--- src/rtl/fu_sequencer.sv ---
// ---------------------------------------------------------------------------
// fu_sequencer
//
// Issue controller placed in front of functional_unit. Requests are accepted
// over a valid/ready handshake, launched to the FU on the falling edge of
// CLOCK (so INST is stable through the FU's low-phase capture window), and
// their results are collected once the per-class latency expires. Results
// are returned in order, tagged, through a response FIFO. Request acceptance
// is credit-protected, so a result always has a FIFO slot waiting for it.
//
// Optional feature (macro FU_SEQ_STATS_EN): adds saturating issue and stall
// counters on the STAT_ISSUE / STAT_STALL outputs. With the macro undefined
// those ports and counters do not exist.
//
// Parameters
//   MADD_LAT    FU rising edges from MADD capture until its result is on FU_Z (1..7)
//   FIFO_DEPTH  response FIFO entries (power of two, 2..16)
//   TAG_W       request/response tag width
//
// Ports
//   CLOCK, RESET_N        clock; asynchronous active-low reset
//   REQ_VALID/REQ_READY   request handshake
//   REQ_INST/A/B/C        opcode and operands
//   REQ_SELECT, REQ_TAG   select bit and tag echoed on the response
//   FU_INST/A/B/C/SELECT  falling-edge launch registers driving the FU
//   FU_Z, FU_COMPARE      FU result and compare flag
//   RSP_VALID/RSP_READY   response handshake (FIFO head)
//   RSP_Z/COMPARE/TAG     response payload at the FIFO head
//   STAT_ISSUE/STAT_STALL accept and stall counters (FU_SEQ_STATS_EN only)
// ---------------------------------------------------------------------------
module fu_sequencer #(
   parameter int MADD_LAT   = 3,
   parameter int FIFO_DEPTH = 4,
   parameter int TAG_W      = 4
) (
   input  logic             CLOCK,
   input  logic             RESET_N,
   input  logic             REQ_VALID,
   output logic             REQ_READY,
   input  logic [5:0]       REQ_INST,
   input  logic [31:0]      REQ_A,
   input  logic [31:0]      REQ_B,
   input  logic [31:0]      REQ_C,
   input  logic             REQ_SELECT,
   input  logic [TAG_W-1:0] REQ_TAG,
   output logic [5:0]       FU_INST,
   output logic [31:0]      FU_A,
   output logic [31:0]      FU_B,
   output logic [31:0]      FU_C,
   output logic             FU_SELECT,
   input  logic [31:0]      FU_Z,
   input  logic             FU_COMPARE,
   output logic             RSP_VALID,
   input  logic             RSP_READY,
   output logic [31:0]      RSP_Z,
   output logic             RSP_COMPARE,
   output logic [TAG_W-1:0] RSP_TAG
`ifdef FU_SEQ_STATS_EN
   ,
   output logic [15:0]      STAT_ISSUE,
   output logic [15:0]      STAT_STALL
`endif
);

   localparam int PTR_W = $clog2(FIFO_DEPTH);
   localparam int CNT_W = PTR_W + 1;
   localparam logic [CNT_W:0] DEPTH_V = (CNT_W+1)'(FIFO_DEPTH);
   localparam logic [2:0]     LAT_V   = 3'(MADD_LAT);

   typedef enum logic [1:0] {
      IDLE      = 2'd0,
      STREAM    = 2'd1,
      MADD_WAIT = 2'd2
   } state_t;

   state_t           state, state_nxt;
   logic [2:0]       madd_cnt, madd_cnt_nxt;

   logic             acc;
   logic             is_madd;
   logic             push;
   logic             pop;

   logic [CNT_W-1:0] fifo_cnt, fifo_nxt;
   logic [CNT_W-1:0] infl_cnt, infl_nxt;
   logic [CNT_W:0]   used_nxt;

   // Launch stage: request fields captured on the accepting rising edge.
   logic             vld_p0;
   logic [5:0]       inst_p0;
   logic [31:0]      a_p0;
   logic [31:0]      b_p0;
   logic [31:0]      c_p0;
   logic             sel_p0;

   // In-flight pipe. Slot k holds an op whose result is captured k+1 edges
   // later; slot 0 is captured at the next rising edge.
   logic [MADD_LAT:0] pipe_vld;
   logic [TAG_W-1:0]  pipe_tag [0:MADD_LAT];

   // Response FIFO storage and the register that holds the last popped head.
   logic [31:0]      mem_z   [0:FIFO_DEPTH-1];
   logic             mem_cmp [0:FIFO_DEPTH-1];
   logic [TAG_W-1:0] mem_tag [0:FIFO_DEPTH-1];
   logic [PTR_W-1:0] wr_ptr, rd_ptr;
   logic [31:0]      hold_z;
   logic             hold_cmp;
   logic [TAG_W-1:0] hold_tag;

   assign acc     = REQ_VALID & REQ_READY;
   assign is_madd = (REQ_INST[5:3] == 3'b111);
   assign push    = pipe_vld[0];
   assign pop     = RSP_VALID & RSP_READY;

   // Occupancy after this edge. Credits are derived from these so that the
   // registered REQ_READY reflects the state the next cycle starts from; a
   // pop therefore frees its credit only one cycle later.
   always_comb begin
      fifo_nxt = fifo_cnt;
      if (push && !pop)
         fifo_nxt = fifo_cnt + CNT_W'(1);
      else if (!push && pop)
         fifo_nxt = fifo_cnt - CNT_W'(1);

      infl_nxt = infl_cnt;
      if (acc && !push)
         infl_nxt = infl_cnt + CNT_W'(1);
      else if (!acc && push)
         infl_nxt = infl_cnt - CNT_W'(1);

      used_nxt = {1'b0, fifo_nxt} + {1'b0, infl_nxt};
   end

   // Next-state logic. The MADD counter reaches zero on the edge before the
   // MADD result is captured; the capture edge itself returns to IDLE. Any
   // single-cycle ops issued ahead of the MADD have already drained by then.
   always_comb begin
      state_nxt    = state;
      madd_cnt_nxt = madd_cnt;
      if (acc && is_madd) begin
         state_nxt    = MADD_WAIT;
         madd_cnt_nxt = LAT_V;
      end else if (state == MADD_WAIT) begin
         if (madd_cnt == 3'd0)
            state_nxt = IDLE;
         else
            madd_cnt_nxt = madd_cnt - 3'd1;
      end else if (acc) begin
         state_nxt = STREAM;
      end else if (infl_nxt == '0) begin
         state_nxt = IDLE;
      end else begin
         state_nxt = STREAM;
      end
   end

   // ---- rising edge: control, in-flight pipe valid, FIFO pointers ----
   always_ff @(posedge CLOCK or negedge RESET_N) begin
      if (!RESET_N) begin
         state     <= IDLE;
         madd_cnt  <= 3'd0;
         fifo_cnt  <= '0;
         infl_cnt  <= '0;
         REQ_READY <= 1'b0;
         vld_p0    <= 1'b0;
         pipe_vld  <= '0;
         wr_ptr    <= '0;
         rd_ptr    <= '0;
      end else begin
         state     <= state_nxt;
         madd_cnt  <= madd_cnt_nxt;
         fifo_cnt  <= fifo_nxt;
         infl_cnt  <= infl_nxt;
         REQ_READY <= (state_nxt != MADD_WAIT) && (used_nxt < DEPTH_V);
         vld_p0    <= acc;

         pipe_vld <= {1'b0, pipe_vld[MADD_LAT:1]};
         if (acc) begin
            if (is_madd)
               pipe_vld[MADD_LAT] <= 1'b1;
            else
               pipe_vld[1] <= 1'b1;
         end

         if (push)
            wr_ptr <= wr_ptr + PTR_W'(1);
         if (pop)
            rd_ptr <= rd_ptr + PTR_W'(1);
      end
   end

   // Data-only registers: qualified by the valids above, so no reset needed.
   always_ff @(posedge CLOCK) begin
      if (acc) begin
         inst_p0 <= REQ_INST;
         a_p0    <= REQ_A;
         b_p0    <= REQ_B;
         c_p0    <= REQ_C;
         sel_p0  <= REQ_SELECT;
      end

      for (int i = 0; i < MADD_LAT; i++)
         pipe_tag[i] <= pipe_tag[i+1];
      if (acc) begin
         if (is_madd)
            pipe_tag[MADD_LAT] <= REQ_TAG;
         else
            pipe_tag[1] <= REQ_TAG;
      end

      if (push) begin
         mem_z[wr_ptr]   <= FU_Z;
         mem_cmp[wr_ptr] <= FU_COMPARE;
         mem_tag[wr_ptr] <= pipe_tag[0];
      end
   end

   // Last popped head, shown while the FIFO is empty.
   always_ff @(posedge CLOCK or negedge RESET_N) begin
      if (!RESET_N) begin
         hold_z   <= '0;
         hold_cmp <= 1'b0;
         hold_tag <= '0;
      end else if (pop) begin
         hold_z   <= mem_z[rd_ptr];
         hold_cmp <= mem_cmp[rd_ptr];
         hold_tag <= mem_tag[rd_ptr];
      end
   end

   // ---- falling edge: FU launch registers ----
   // They only change when an op was accepted on the preceding rising edge,
   // which keeps the FU inputs steady while a MADD is in flight.
   always_ff @(negedge CLOCK or negedge RESET_N) begin
      if (!RESET_N) begin
         FU_INST   <= 6'd0;
         FU_A      <= 32'd0;
         FU_B      <= 32'd0;
         FU_C      <= 32'd0;
         FU_SELECT <= 1'b0;
      end else if (vld_p0) begin
         FU_INST   <= inst_p0;
         FU_A      <= a_p0;
         FU_B      <= b_p0;
         FU_C      <= c_p0;
         FU_SELECT <= sel_p0;
      end
   end

   assign RSP_VALID   = (fifo_cnt != '0);
   assign RSP_Z       = RSP_VALID ? mem_z[rd_ptr]   : hold_z;
   assign RSP_COMPARE = RSP_VALID ? mem_cmp[rd_ptr] : hold_cmp;
   assign RSP_TAG     = RSP_VALID ? mem_tag[rd_ptr] : hold_tag;

`ifdef FU_SEQ_STATS_EN
   function automatic logic [15:0] sat_inc16(input logic [15:0] v);
      return (v == 16'hFFFF) ? v : v + 16'd1;
   endfunction

   always_ff @(posedge CLOCK or negedge RESET_N) begin
      if (!RESET_N) begin
         STAT_ISSUE <= 16'd0;
         STAT_STALL <= 16'd0;
      end else begin
         if (acc)
            STAT_ISSUE <= sat_inc16(STAT_ISSUE);
         if (REQ_VALID && !REQ_READY)
            STAT_STALL <= sat_inc16(STAT_STALL);
      end
   end
`else
   // Statistics counters are not built in this configuration.
`endif

endmodule

--- config.mk ---
export PLATFORM = sky130hd
export DESIGN_NAME = fu_sequencer
export DESIGN_NICKNAME = d
export VERILOG_FILES = /design/src/rtl/fu_sequencer.sv
export SDC_FILE = /design/constraint.sdc
export NUM_CORES = 1
export LEC_CHECK = 0
export ABC_AREA = 1
export CAP_MARGIN = 20
export CORE_MARGIN = 2
export CORE_UTILIZATION = 45
export CTS_CLUSTER_SIZE = 12
export DETAILED_ROUTE_END_ITERATION = 12
export HOLD_SLACK_MARGIN = 0.12
export MAX_ROUTING_LAYER = met4
export PLACE_DENSITY = 0.67
export SLEW_MARGIN = 20
export SYNTH_ARGS = -nofsm -noshare
export SYNTH_HDL_FRONTEND = slang
export SYNTH_SLANG_ARGS = --single-unit
--- constraint.sdc ---
create_clock -name CLOCK -period 10.8 [get_ports CLOCK]
set_clock_uncertainty 0.2 [all_clocks]
set_input_delay 1.08 -clock CLOCK [delete_from_list [all_inputs] [get_ports CLOCK]]
set_output_delay 1.08 -clock CLOCK [all_outputs]
set_load 0.005 [all_outputs]
After elaboration in Yosys (flattened, before gate mapping) --
Memory sizes are Yosys's and may differ from the RTL's. Cells that the tools add are included.
Storage, ports and cells: register bits 264, latch bits 0, RAM bits 164, ROM bits 0, input port bits 144, output and inout bits 142, logic and storage cells 82, memories kept 4
Memory list:
- mem_z | depth 4, bits a word 32, rd ports 1, clocked after memory_dff 0, wr ports 1, RTL line 102 | logic [31:0] mem_z [0:FIFO_DEPTH-1];
- mem_tag | depth 4, bits a word 4, rd ports 1, clocked after memory_dff 0, wr ports 1, RTL line 104 | logic [TAG_W-1:0] mem_tag [0:FIFO_DEPTH-1];
- pipe_tag | depth 4, bits a word 4, rd ports 4, clocked after memory_dff 0, wr ports 4, RTL line 99 | logic [TAG_W-1:0] pipe_tag [0:MADD_LAT];
- mem_cmp | depth 4, bits a word 1, rd ports 1, clocked after memory_dff 0, wr ports 1, RTL line 103 | logic mem_cmp [0:FIFO_DEPTH-1];
Cells by class: add/subtract/negate cells 8, multipliers 0, divide/modulo/power cells 0, order comparisons 1, equal/unequal tests 4, shift-type cells 0, multiplexer cells 26, bitwise gates (word level) 3, reduce and logical (&&, ||, !) cells 14
Operators with widths (number):
- $mux 32 | 1
- $mux 3 | 7
- $mux 1 | 13
- $sub 3x1->3 const B | 3
- $mux 4 | 2
- $add 3x1->3 const B | 2
- $logic_and 1x1->1 | 6
- $logic_not 3->1 | 2
- $mux 2 | 3
- $add 2x1->2 const B | 2
- $add 3x3->4 | 1
- $lt 4x3->1 const B | 1
- $ne 2x2->1 const B | 2
- $eq 3x3->1 const B | 1
- $logic_not 1->1 | 3
- $reduce_bool 3->1 | 1
- $and 1x1->1 | 2
- $eq 2x2->1 const B | 1
- $reduce_and 2->1 | 1
- $reduce_bool 2->1 | 1
- $or 1x1->1 const A | 1

Logic depth before layout (Yosys ltp) --
word-level depth 12, depth in mapped cells 14, gate-level depth less buffers 14

==> flow_summary.json <==
{
  "synth_xor_area_frac": 0.00112,
  "initial_utilization": 0.455,
  "synth_fa_ha_area_frac": 0.0104,
  "syn-instance-count": 1033,
  "cp_top_family": "buffers and inverters",
  "die_w_um": 190,
  "cts_tree": "yes",
  "path_buf_inv": 1,
  "stdcell_count": 1818,
  "clkSlewWorstSetupHoldPaths_ns": 0.05,
  "synthTopCellsByArea": "edfxtp_1, dfrtn_1, dfrtp_1",
  "slew-limit-headroom": 0.366,
  "synth.distinct_cells": 27,
  "cts_setup_buffers": 0,
  "tightest_slew_ns": 0.951,
  "yosys.area_share.simple": 0.0512,
  "core.rowCount": 68,
  "cts_buffers": 45,
  "utilization": 0.590,
  "synth_top_family_by_area": "multiplexers",
  "synth_fp_nets": 1190,
  "critPathMaxFanout": 2,
  "area_growth_syn_to_layout_pct": 29.8,
  "setup_tns_ns": 0,
  "rsz0062_at_grt": "false",
  "synth_compound_area_frac": 0.0724,
  "crit_arrival_ns": 6.93,
  "drt_iter0_markers": 550,
  "yosysTopAreaCellShare": 0.490,
  "syn_area_mm2": 0.0156,
  "placed_area_mm2": 0.0189,
  "powerDensity_mw_per_mm2": 276,
  "fp.coreArea_mm2": 0.0344,
  "drt_pass1_iterations": 5,
  "clock-root-buffer": "clkbuf_16",
  "avgSynthCellArea_um2": 15.1,
  "final_max_slew_viol_count": 0,
  "layout_setup_ws_ns": 2.59,
  "synth_seq_area_share": 0.763,
  "hold_buffers": 0,
  "hold_ws_ns": 0.128,
  "fin_nets": 1482,
  "clockBufferDepth": 3,
  "critPathRequiredTime_ns": 9.52,
  "cts-resized-gates": 0,
  "outcome": "finished clean",
  "cpMaxStageDelayCell": "clkdlybuf4s50_1",
  "htree_levels": 2,
  "ir_drop_mv": 0.164,
  "grt_pass1_wl_um": 52300,
  "viasPerCell": 5.02,
  "synth_top_cell_by_area": "edfxtp_1",
  "ys_seq_elements": 428,
  "slowest_delay_ns": 0.57,
  "ant_nets": 0,
  "hold_viol": 0,
  "finalInstanceArea_mm2": 0.0203,
  "finalPower_mw": 5.60,
  "cp-end-kind": "primary output",
  "setup_violations": 0,
  "criticalPathCategory": "flip-flop to primary output",
  "grt_usage": 0.195,
  "grt_pass1_vias": 9444,
  "place_inst": 1733,
  "leakagePower_nw": 7.56,
  "drc_errors": 0,
  "io_pins": 286,
  "antenna_found_initial": 5,
  "die_area_mm2": 0.0362,
  "insertion_delay_ns": 0.54,
  "worstSetupStartpointType": "flip-flop",
  "grt_overflow": 0,
  "ys_warn_count": 0,
  "dp_hpwl_um": 21200,
  "min_path_type": "flip-flop to flip-flop",
  "io_buffers": 285,
  "die_h_um": 190,
  "cap_viol_max_count": 0,
  "cts_sinks": 428,
  "grt_start_max_net_pins": 89,
  "wl_per_cell_um": 18.8,
  "crit_chain": "clkdlybuf4s50_1",
  "synthMuxAreaShare": 0.0771,
  "place.gp.congestion": 0.789,
  "dp_slack_ns": 2.99,
  "wirelength_um": 34100,
  "drive_gt1_frac": 0.138,
  "vias": 9125
}
==> path summary, 6_finish.rpt <==
path	slack (ns)	startpoint	cells past startpoint	endpoint
worst min-delay path	0.13	pipe_tag[1][1]$_DFF_P_	0	pipe_tag[0][1]$_DFF_P_
worst max-delay path	2.59	FU_C[29]$_DFFE_NN0P_	1	FU_C[29]
worst max register to register	3.04	vld_p0$_DFF_PN0_	2	FU_A[20]$_DFFE_NN0P_
min in group asynchronous	0.45	RESET_N	1	vld_p0$_DFF_PN0_
max in group asynchronous	3.65	RESET_N	2	FU_INST[5]$_DFFE_NN0P_
worst min register to register	0.13	pipe_tag[1][1]$_DFF_P_	0	pipe_tag[0][1]$_DFF_P_
==> sequential cells by signal, summed over array words and instances (netlist names), 16 cells and up <==
register,cells
b_p0,32
FU_C,32
hold_z,32
mem_tag,16
pipe_tag,16
mem_z,128
a_p0,32
FU_A,32
c_p0,32
FU_B,32
==> layout by cell type (no fill, tap or decap), types with 24 or more instances in the layout <==
master	instances
dfrtn_1	103
inv_1	24
o22a_1	37
mux2_2	107
clkbuf_16	46
clkdlybuf4s50_1	284
nor2_1	83
o21ai_0	70
nand2_1	109
edfxtp_1	255
dfrtp_1	55
o21ai_1	84
==> Yosys cell counts <==
library cell,instances
buf_6,6
nor2_2,1
o22a_1,37
nand3_1,10
o21ai_2,2
clkbuf_1,21
nor3_1,1
inv_4,1
xor2_1,2
ha_1,13
o21ai_0,70
dfrtp_1,58
nor2_1,83
edfxtp_1,255
inv_1,26
buf_4,1
dfrtn_1,103
o21ai_1,84
a21oi_1,4
buf_2,22
buf_8,1
dfxtp_1,12
nand4_1,1
inv_2,1
nand2_1,109
mux2_2,107
nand2_2,2
==> cell families (layout without fill, tap and decap cells) <==
family / after synthesis / count (layout)
and+or+nand+nor: 207 / 207
muxes: 107 / 107
AOI/OAI and AO/OA: 197 / 197
buffers and inverters: 79 / 404
adders and majority gates: 13 / 13
DFF: 428 / 428
other: 0 / 5
xor gates and xnor gates: 2 / 2
==> report_power, final <==
group	leakage (nW)	switching, mW	internal, mW	total [mW]
clock network	0.678	0.602	0.859	1.46
registers	4.34	0.224	2.15	2.38
logic	2.54	0.782	0.983	1.76
total	7.56	1.61	3.99	5.60
==> routing by layer <==
| layer | up-vias | share of wire | global-route usage |
|---|---|---|---|
| met5 | - | 0 | - |
| met4 | 0 | 0.021 | 0.0546 |
| met3 | 53 | 0.10 | 0.0753 |
| met2 | 306 | 0.48 | 0.307 |
| met1 | 4464 | 0.40 | 0.234 |
| li1 | 4302 | - | - |
==> area by class of cell <==
| class | count | area, um^2 |
|---|---|---|
| Fill cell | 2663 | 14100 |
| Timing Repair Buffer | 296 | 2950 |
| Tap cell | 455 | 569 |
| Clock inverter | 11 | 130 |
| Clock buffer | 69 | 1270 |
| Sequential cell | 428 | 11900 |
| Multi-Input combinational cell | 526 | 3320 |
| Inverter | 28 | 110 |
| Antenna cell | 5 | 12.5 |
Note: power is estimated with default switching activity, not from simulation.
